--- config.mk ---
export PLATFORM = sky130hd
export DESIGN_NAME = tlul_host_adapter
export DESIGN_NICKNAME = d
export VERILOG_FILES = /design/src/rtl/tlul_pkg.sv /design/src/rtl/tlul_host_adapter.sv
export SDC_FILE = /design/constraint.sdc
export NUM_CORES = 1
export LEC_CHECK = 0
export ABC_AREA = 1
export BUFFER_PORTS_ARGS = -buffer_cell sky130_fd_sc_hd__buf_2
export CAP_MARGIN = 10
export CORE_AREA = 4 4 108 110
export CTS_CLUSTER_DIAMETER = 80
export DETAILED_ROUTE_END_ITERATION = 10
export DIE_AREA = 0 0 112 114
export HOLD_SLACK_MARGIN = 0.1
export PLACE_DENSITY = 0.67
export SLEW_MARGIN = 5
export SYNTH_ARGS = -nofsm -noshare
export SYNTH_HDL_FRONTEND = slang
export SYNTH_SLANG_ARGS = --single-unit
export TNS_END_PERCENT = 50
--- constraint.sdc ---
create_clock -name clk_i -period 2.4 [get_ports clk_i]
set_clock_uncertainty 0.15 [all_clocks]
set_input_delay 0.48 -clock clk_i [delete_from_list [all_inputs] [get_ports clk_i]]
set_output_delay 0.48 -clock clk_i [all_outputs]
set_load 0.005 [all_outputs]
--- src/rtl/tlul_pkg.sv ---
// TL-UL field widths, opcodes and packed host/device channel payloads.
package tlul_pkg;

  localparam int unsigned AW  = 32;
  localparam int unsigned DW  = 32;
  localparam int unsigned DBW = DW / 8;
  localparam int unsigned AIW = 8;
  localparam int unsigned SZW = 2;
  localparam int unsigned DUW = 16;

  typedef enum logic [2:0] {
    PutFullData    = 3'h0,
    PutPartialData = 3'h1,
    Get            = 3'h4
  } tl_a_op_e;

  typedef enum logic [2:0] {
    AccessAck     = 3'h0,
    AccessAckData = 3'h1
  } tl_d_op_e;

  // h2d: a_valid[101] ... d_ready[0]
  typedef struct packed {
    logic           a_valid;
    logic [2:0]     a_opcode;
    logic [2:0]     a_param;
    logic [SZW-1:0] a_size;
    logic [AIW-1:0] a_source;
    logic [AW-1:0]  a_address;
    logic [DBW-1:0] a_mask;
    logic [DW-1:0]  a_data;
    logic [DUW-1:0] a_user;
    logic           d_ready;
  } tl_h2d_t;

  // d2h: d_valid[67] ... a_ready[0]
  typedef struct packed {
    logic           d_valid;
    logic [2:0]     d_opcode;
    logic [2:0]     d_param;
    logic [SZW-1:0] d_size;
    logic [AIW-1:0] d_source;
    logic           d_sink;
    logic [DW-1:0]  d_data;
    logic [DUW-1:0] d_user;
    logic           d_error;
    logic           a_ready;
  } tl_d2h_t;

  // Full-word writes use PutFullData, any partial mask needs PutPartialData.
  function automatic logic [2:0] a_opcode_for(logic we, logic [DBW-1:0] be);
    if (!we)                   return 3'(Get);
    else if (be == {DBW{1'b1}}) return 3'(PutFullData);
    else                       return 3'(PutPartialData);
  endfunction

endpackage

--- src/rtl/tlul_host_adapter.sv ---
// TL-UL initiator: converts a req/gnt/rvalid register port into A-channel requests and
// retires out-of-order D-channel responses through a slot table indexed by a_source.
module tlul_host_adapter
  import tlul_pkg::*;
#(
  parameter int unsigned MaxReqs = 2,
  parameter logic [7:0]  SrcBase = 8'h00
) (
  input  logic                  clk_i,
  input  logic                  rst_ni,
  input  logic                  req_i,
  output logic                  gnt_o,
  input  logic                  we_i,
  input  logic [AW-1:0]         addr_i,
  input  logic [DW-1:0]         wdata_i,
  input  logic [DBW-1:0]        be_i,
  output logic                  rvalid_o,
  output logic [DW-1:0]         rdata_o,
  output logic                  err_o,
  output logic                  spurious_o,
  output logic [4:0]            outstanding_o,
  output tl_h2d_t               tl_o,
  input  tl_d2h_t               tl_i
);

  localparam int unsigned IdW = (MaxReqs > 1) ? $clog2(MaxReqs) : 1;
  localparam logic [IdW-1:0] LastSlot = IdW'(MaxReqs - 1);

  logic [MaxReqs-1:0] busy_q, busy_d;
  logic [MaxReqs-1:0] is_read_q, is_read_d;
  logic [IdW-1:0]     wr_ptr_q, wr_ptr_d;
  logic [4:0]         cnt_q, cnt_d;
  logic               rvalid_q, rvalid_d;
  logic               err_q, err_d;
  logic               spurious_q, spurious_d;
  logic [DW-1:0]      rdata_q, rdata_d;

  logic               a_valid;
  logic [IdW-1:0]     d_slot;
  logic               d_hit;
  logic               d_read;
  logic               d_err;

  // A channel: stall whenever the next slot in allocation order is still busy
  always_comb begin
    a_valid = req_i & ~busy_q[wr_ptr_q];
    gnt_o   = a_valid & tl_i.a_ready;
  end

  always_comb begin
    tl_o           = '0;
    tl_o.a_valid   = a_valid;
    tl_o.a_opcode  = a_opcode_for(we_i, be_i);
    tl_o.a_size    = SZW'(2);
    tl_o.a_source  = {SrcBase[AIW-1:IdW], wr_ptr_q};
    tl_o.a_address = {addr_i[AW-1:2], 2'b00};
    tl_o.a_mask    = we_i ? be_i : {DBW{1'b1}};
    tl_o.a_data    = we_i ? wdata_i : '0;
    tl_o.d_ready   = 1'b1;
  end

  // D channel: a beat only retires a slot that carries our upper source bits and is busy
  always_comb begin
    d_slot = tl_i.d_source[IdW-1:0];
    d_hit  = tl_i.d_valid
           & (tl_i.d_source[AIW-1:IdW] == SrcBase[AIW-1:IdW])
           & (32'(d_slot) < MaxReqs)
           & busy_q[d_slot];
    d_read = is_read_q[d_slot];
    d_err  = tl_i.d_error
           | (tl_i.d_opcode != (d_read ? 3'(AccessAckData) : 3'(AccessAck)));
  end

  // Next-state: accept and retire never target the same slot (one needs it free, the other busy)
  always_comb begin
    busy_d     = busy_q;
    is_read_d  = is_read_q;
    wr_ptr_d   = wr_ptr_q;
    cnt_d      = cnt_q;
    rvalid_d   = 1'b0;
    err_d      = 1'b0;
    spurious_d = 1'b0;
    rdata_d    = '0;

    if (gnt_o) begin
      busy_d[wr_ptr_q]    = 1'b1;
      is_read_d[wr_ptr_q] = ~we_i;
      wr_ptr_d            = (wr_ptr_q == LastSlot) ? '0 : wr_ptr_q + IdW'(1);
    end

    if (d_hit) begin
      busy_d[d_slot] = 1'b0;
      rvalid_d       = 1'b1;
      err_d          = d_err;
      rdata_d        = (d_read && !d_err) ? tl_i.d_data : '0;
    end else if (tl_i.d_valid) begin
      spurious_d = 1'b1;
    end

    case ({gnt_o, d_hit})
      2'b10:   cnt_d = cnt_q + 5'd1;
      2'b01:   cnt_d = cnt_q - 5'd1;
      default: cnt_d = cnt_q;
    endcase
  end

  always_ff @(posedge clk_i or negedge rst_ni) begin
    if (!rst_ni) begin
      busy_q     <= '0;
      is_read_q  <= '0;
      wr_ptr_q   <= '0;
      cnt_q      <= '0;
      rvalid_q   <= 1'b0;
      err_q      <= 1'b0;
      spurious_q <= 1'b0;
      rdata_q    <= '0;
    end else begin
      busy_q     <= busy_d;
      is_read_q  <= is_read_d;
      wr_ptr_q   <= wr_ptr_d;
      cnt_q      <= cnt_d;
      rvalid_q   <= rvalid_d;
      err_q      <= err_d;
      spurious_q <= spurious_d;
      rdata_q    <= rdata_d;
    end
  end

  assign rvalid_o      = rvalid_q;
  assign err_o         = err_q;
  assign spurious_o    = spurious_q;
  assign rdata_o       = rdata_q;
  assign outstanding_o = cnt_q;

  logic unused_inputs;
  assign unused_inputs = ^{addr_i[1:0], tl_i.d_param, tl_i.d_size, tl_i.d_sink, tl_i.d_user};

endmodule

==> results_dict.tcl <==
set metrics [dict create \
    cp_slowest_cell "nor4_1" \
    path_class "primary input to register" \
    wl_per_cell_um 12.3 \
    synthesis.area_mm2 0.00260 \
    finalCritPeriodShare_pct 91.2 \
    vdd_drop_max_mv 0.212 \
    pre_cts_ws_ns -0.100 \
    gp_congestion 0.779 \
    mostFrequentLayoutCells "166 x buf_2, 91 x nand2_1, 49 x inv_1" \
    cpMostUsedCell "nand2_1" \
    cp-end-kind "register" \
    drcViolationCount 0 \
    p_int_mw 1.32 \
    synth_top_area_share_pct 43.3 \
    grt_max_degree 34 \
    drive_above_1_share_pct 40.4 \
    antennaDiodeCount 0 \
    rrSetupSlack_ns 0.24 \
    ios 283 \
    cp.required_ns 2.44 \
    p_total_mw 1.95 \
    synth_top_area_cell "dfrtp_1" \
    antenna_found_initial 0 \
    finalHoldViolations 0 \
    met2_length_mm 3.67 \
    status "finished clean" \
    fin_ws_ns 0.210 \
    arrival_ns 2.23 \
    cts_tree "yes" \
    finalMaxSlewViolations 0 \
    power_leakage_nw 2.16 \
    avgSynthCellArea_um2 7.65 \
    path_max_fanout 6 \
    wl_mm 7.65 \
    fmax_mhz 457 \
    cp_top_family "simple AND/OR/NAND/NOR gates" \
    dr.pass1.iters 4 \
    placed_cell_area_mm2 0.00326 \
    synth_area_leaders "dfrtp_1 43%, buf_4 18%, nand2_1 13%" \
    crit_buf_inv 4 \
    syn_inst 340 \
    seqPwrFrac_pct 46.9 \
    drt-vias-per-instance 3.71 \
    powerDensity_mw_per_mm2 576 \
    period_needed_ns 2.19 \
    globalRouteTotalUtil_pct 10.8 \
    slowest_delay_ns 0.39 \
    ys_types 27 \
    pwr-share-comb_pct 27.8 \
    ant_nets 0 \
    clk_latency_ns 0.29 \
    p_clk_share_pct 25.3 \
    met3_wirelength_um 857 \
    grt-ovfl-total 0 \
    grt_pass1_wl_mm 11.1 \
    num_vias 2313 \
    maxCapViolCount 0 \
    area_growth_pct 29.7 \
    start_kind "primary input" \
    drtIter0Drc 137 \
    numCtsBuffers 5 \
    wl_met1_mm 2.98 \
    fp.dieArea_mm2 0.0128 \
    die_h_um 114 \
    layout.nets 625 \
    netSwitchingFraction_pct 32.3 \
    worstPathCellList "buf_2, nor4_1, nand2_2, inv_4, ha_1, inv_1, buf_4, nand2_1, nand2_1, a21oi_1, nand3_1, nand3_1, nand2_1" \
    holdWs_ns 0.241 \
    final_common_cell "buf_2" \
    setup_viol 0 \
    highest_layer "met4" \
    yosysSeqAreaShare_pct 43.3 \
    clock-sinks 45 \
    worst_pin_slew_ns 0.614 \
    cts-root-buf "clkbuf_8" \
    grt_pass1_vias 2191 \
    start_util_pct 24.3 \
    core_mm2 0.0107 \
    num_rows 38 \
    htree_num_levels 2 \
    yosys_warnings 0 \
    final_area_mm2 0.00338 \
    clk_pin_slew_worst_paths_ns 0.09 \
    ys_ff_latch 45 \
    p_switching_mw 0.629 \
    clockBufferDepth 2 \
    portBuffers 166 \
    worstHoldPathType "primary input to register" \
    die_w_um 112 \
    dp_hpwl_mm 6.15 \
    max-slew-margin-rel_pct 59.0 \
]
-- cell type report --
| cell class | count | area [um2] |
|---|---|---|
| repair buffers | 179 | 931 |
| clock buffers | 6 | 82.6 |
| clock inverters | 2 | 13.8 |
| well taps | 140 | 175 |
| flip-flops and latches | 45 | 1130 |
| multi-input cells | 201 | 857 |
| inverters | 50 | 190 |
| fillers | 1171 | 7320 |
-- sequential cells by signal, indices dropped and copies added, names as in the netlist --
register / count
spurious_o: 1
err_o: 1
is_read_q: 2
rdata_o: 32
outstanding_o: 5
busy_q: 2
rvalid_o: 1
wr_ptr_q: 1
-- worst reg2reg max path, cell delays in order (launching register included) --
cell and delay (ns):
dfrtp_1 0.39, inv_1 0.05, nand2_1 0.05, o21ai_1 0.07
nor2_1 0.12, nand2_2 0.09, inv_4 0.09, ha_1 0.22
inv_1 0.08, buf_4 0.14, nand2_1 0.05, nand2_1 0.13
a21oi_1 0.19, nand3_1 0.09, nand3_1 0.09, nand2_1 0.05
-- cell families (layout without fill, tap and decap cells) --
group	after synthesis	after routing	synth area share (%)
buf+inv	124	237	28.2
xor+xnor	2	2	0.673
other cells	2	32	0.289
fa+ha+maj	3	3	1.44
simple gates	149	149	22.8
flops	45	45	43.3
compound gates	15	15	3.32
-- cells in the mapped netlist (all sizes together) --
master	instances
conb	2
buf	70
nand3b	1
nor4	1
o211ai	1
a41oi	1
o21ai	6
a31oi	1
a21oi	6
nand2	93
inv	50
or2	5
nor3	1
xor2	1
xnor2	1
dfrtp	45
ha	3
nand4	2
clkbuf	4
nor2	41
nand3	5
-- final timing paths --
kind / cells past startpoint / from / to
hold reg to reg: 2 / outstanding_o[4] / outstanding_o[4]
hold / removal: 2 / tl_i[51] / busy_q[1]
min in group asynchronous: 2 / rst_ni / rdata_o[18]
max in group asynchronous: 3 / rst_ni / rdata_o[29]
setup reg to reg: 15 / busy_q[0] / outstanding_o[3]
setup / recovery: 13 / tl_i[53] / outstanding_o[3]
-- metal layers --
metal,GRT usage (%),vias up
met5,0,-
met4,4.09,0
met3,4.67,20
met2,17.7,117
met1,12.7,997
li1,-,1179
-- power by group through the flow --
stage | clock (mW) | sequential, mW | combinational [mW]
finish | 0.493 | 0.912 | 0.540
global route | 0.555 | 0.927 | 0.628
CTS | 0.526 | 0.916 | 0.537
detailed placement | 0 | 0.930 | 0.535
global placement | 0 | 0.928 | 0.526
floorplan | 0 | 0.919 | 0.382
-- through the flow --
step | cells | utilization [%] | setup TNS (ns)
floorplan | 370 | - | 0
global placement | 613 | 30.5 | -0.170
detailed placement | 613 | 30.5 | -0.252
CTS | 622 | 31.5 | 0
global route | 623 | 31.6 | -0.0432
finish | 623 | 31.6 | 0
-- what timing repair did --
action                                 CTS  global route
endpoints found under the hold margin   26             0
buffers inserted                         0             1
gates resized for setup                  0             1
setup endpoints to repair                0             1
hold buffers                             1             0
(Power assumes the default switching activity.)
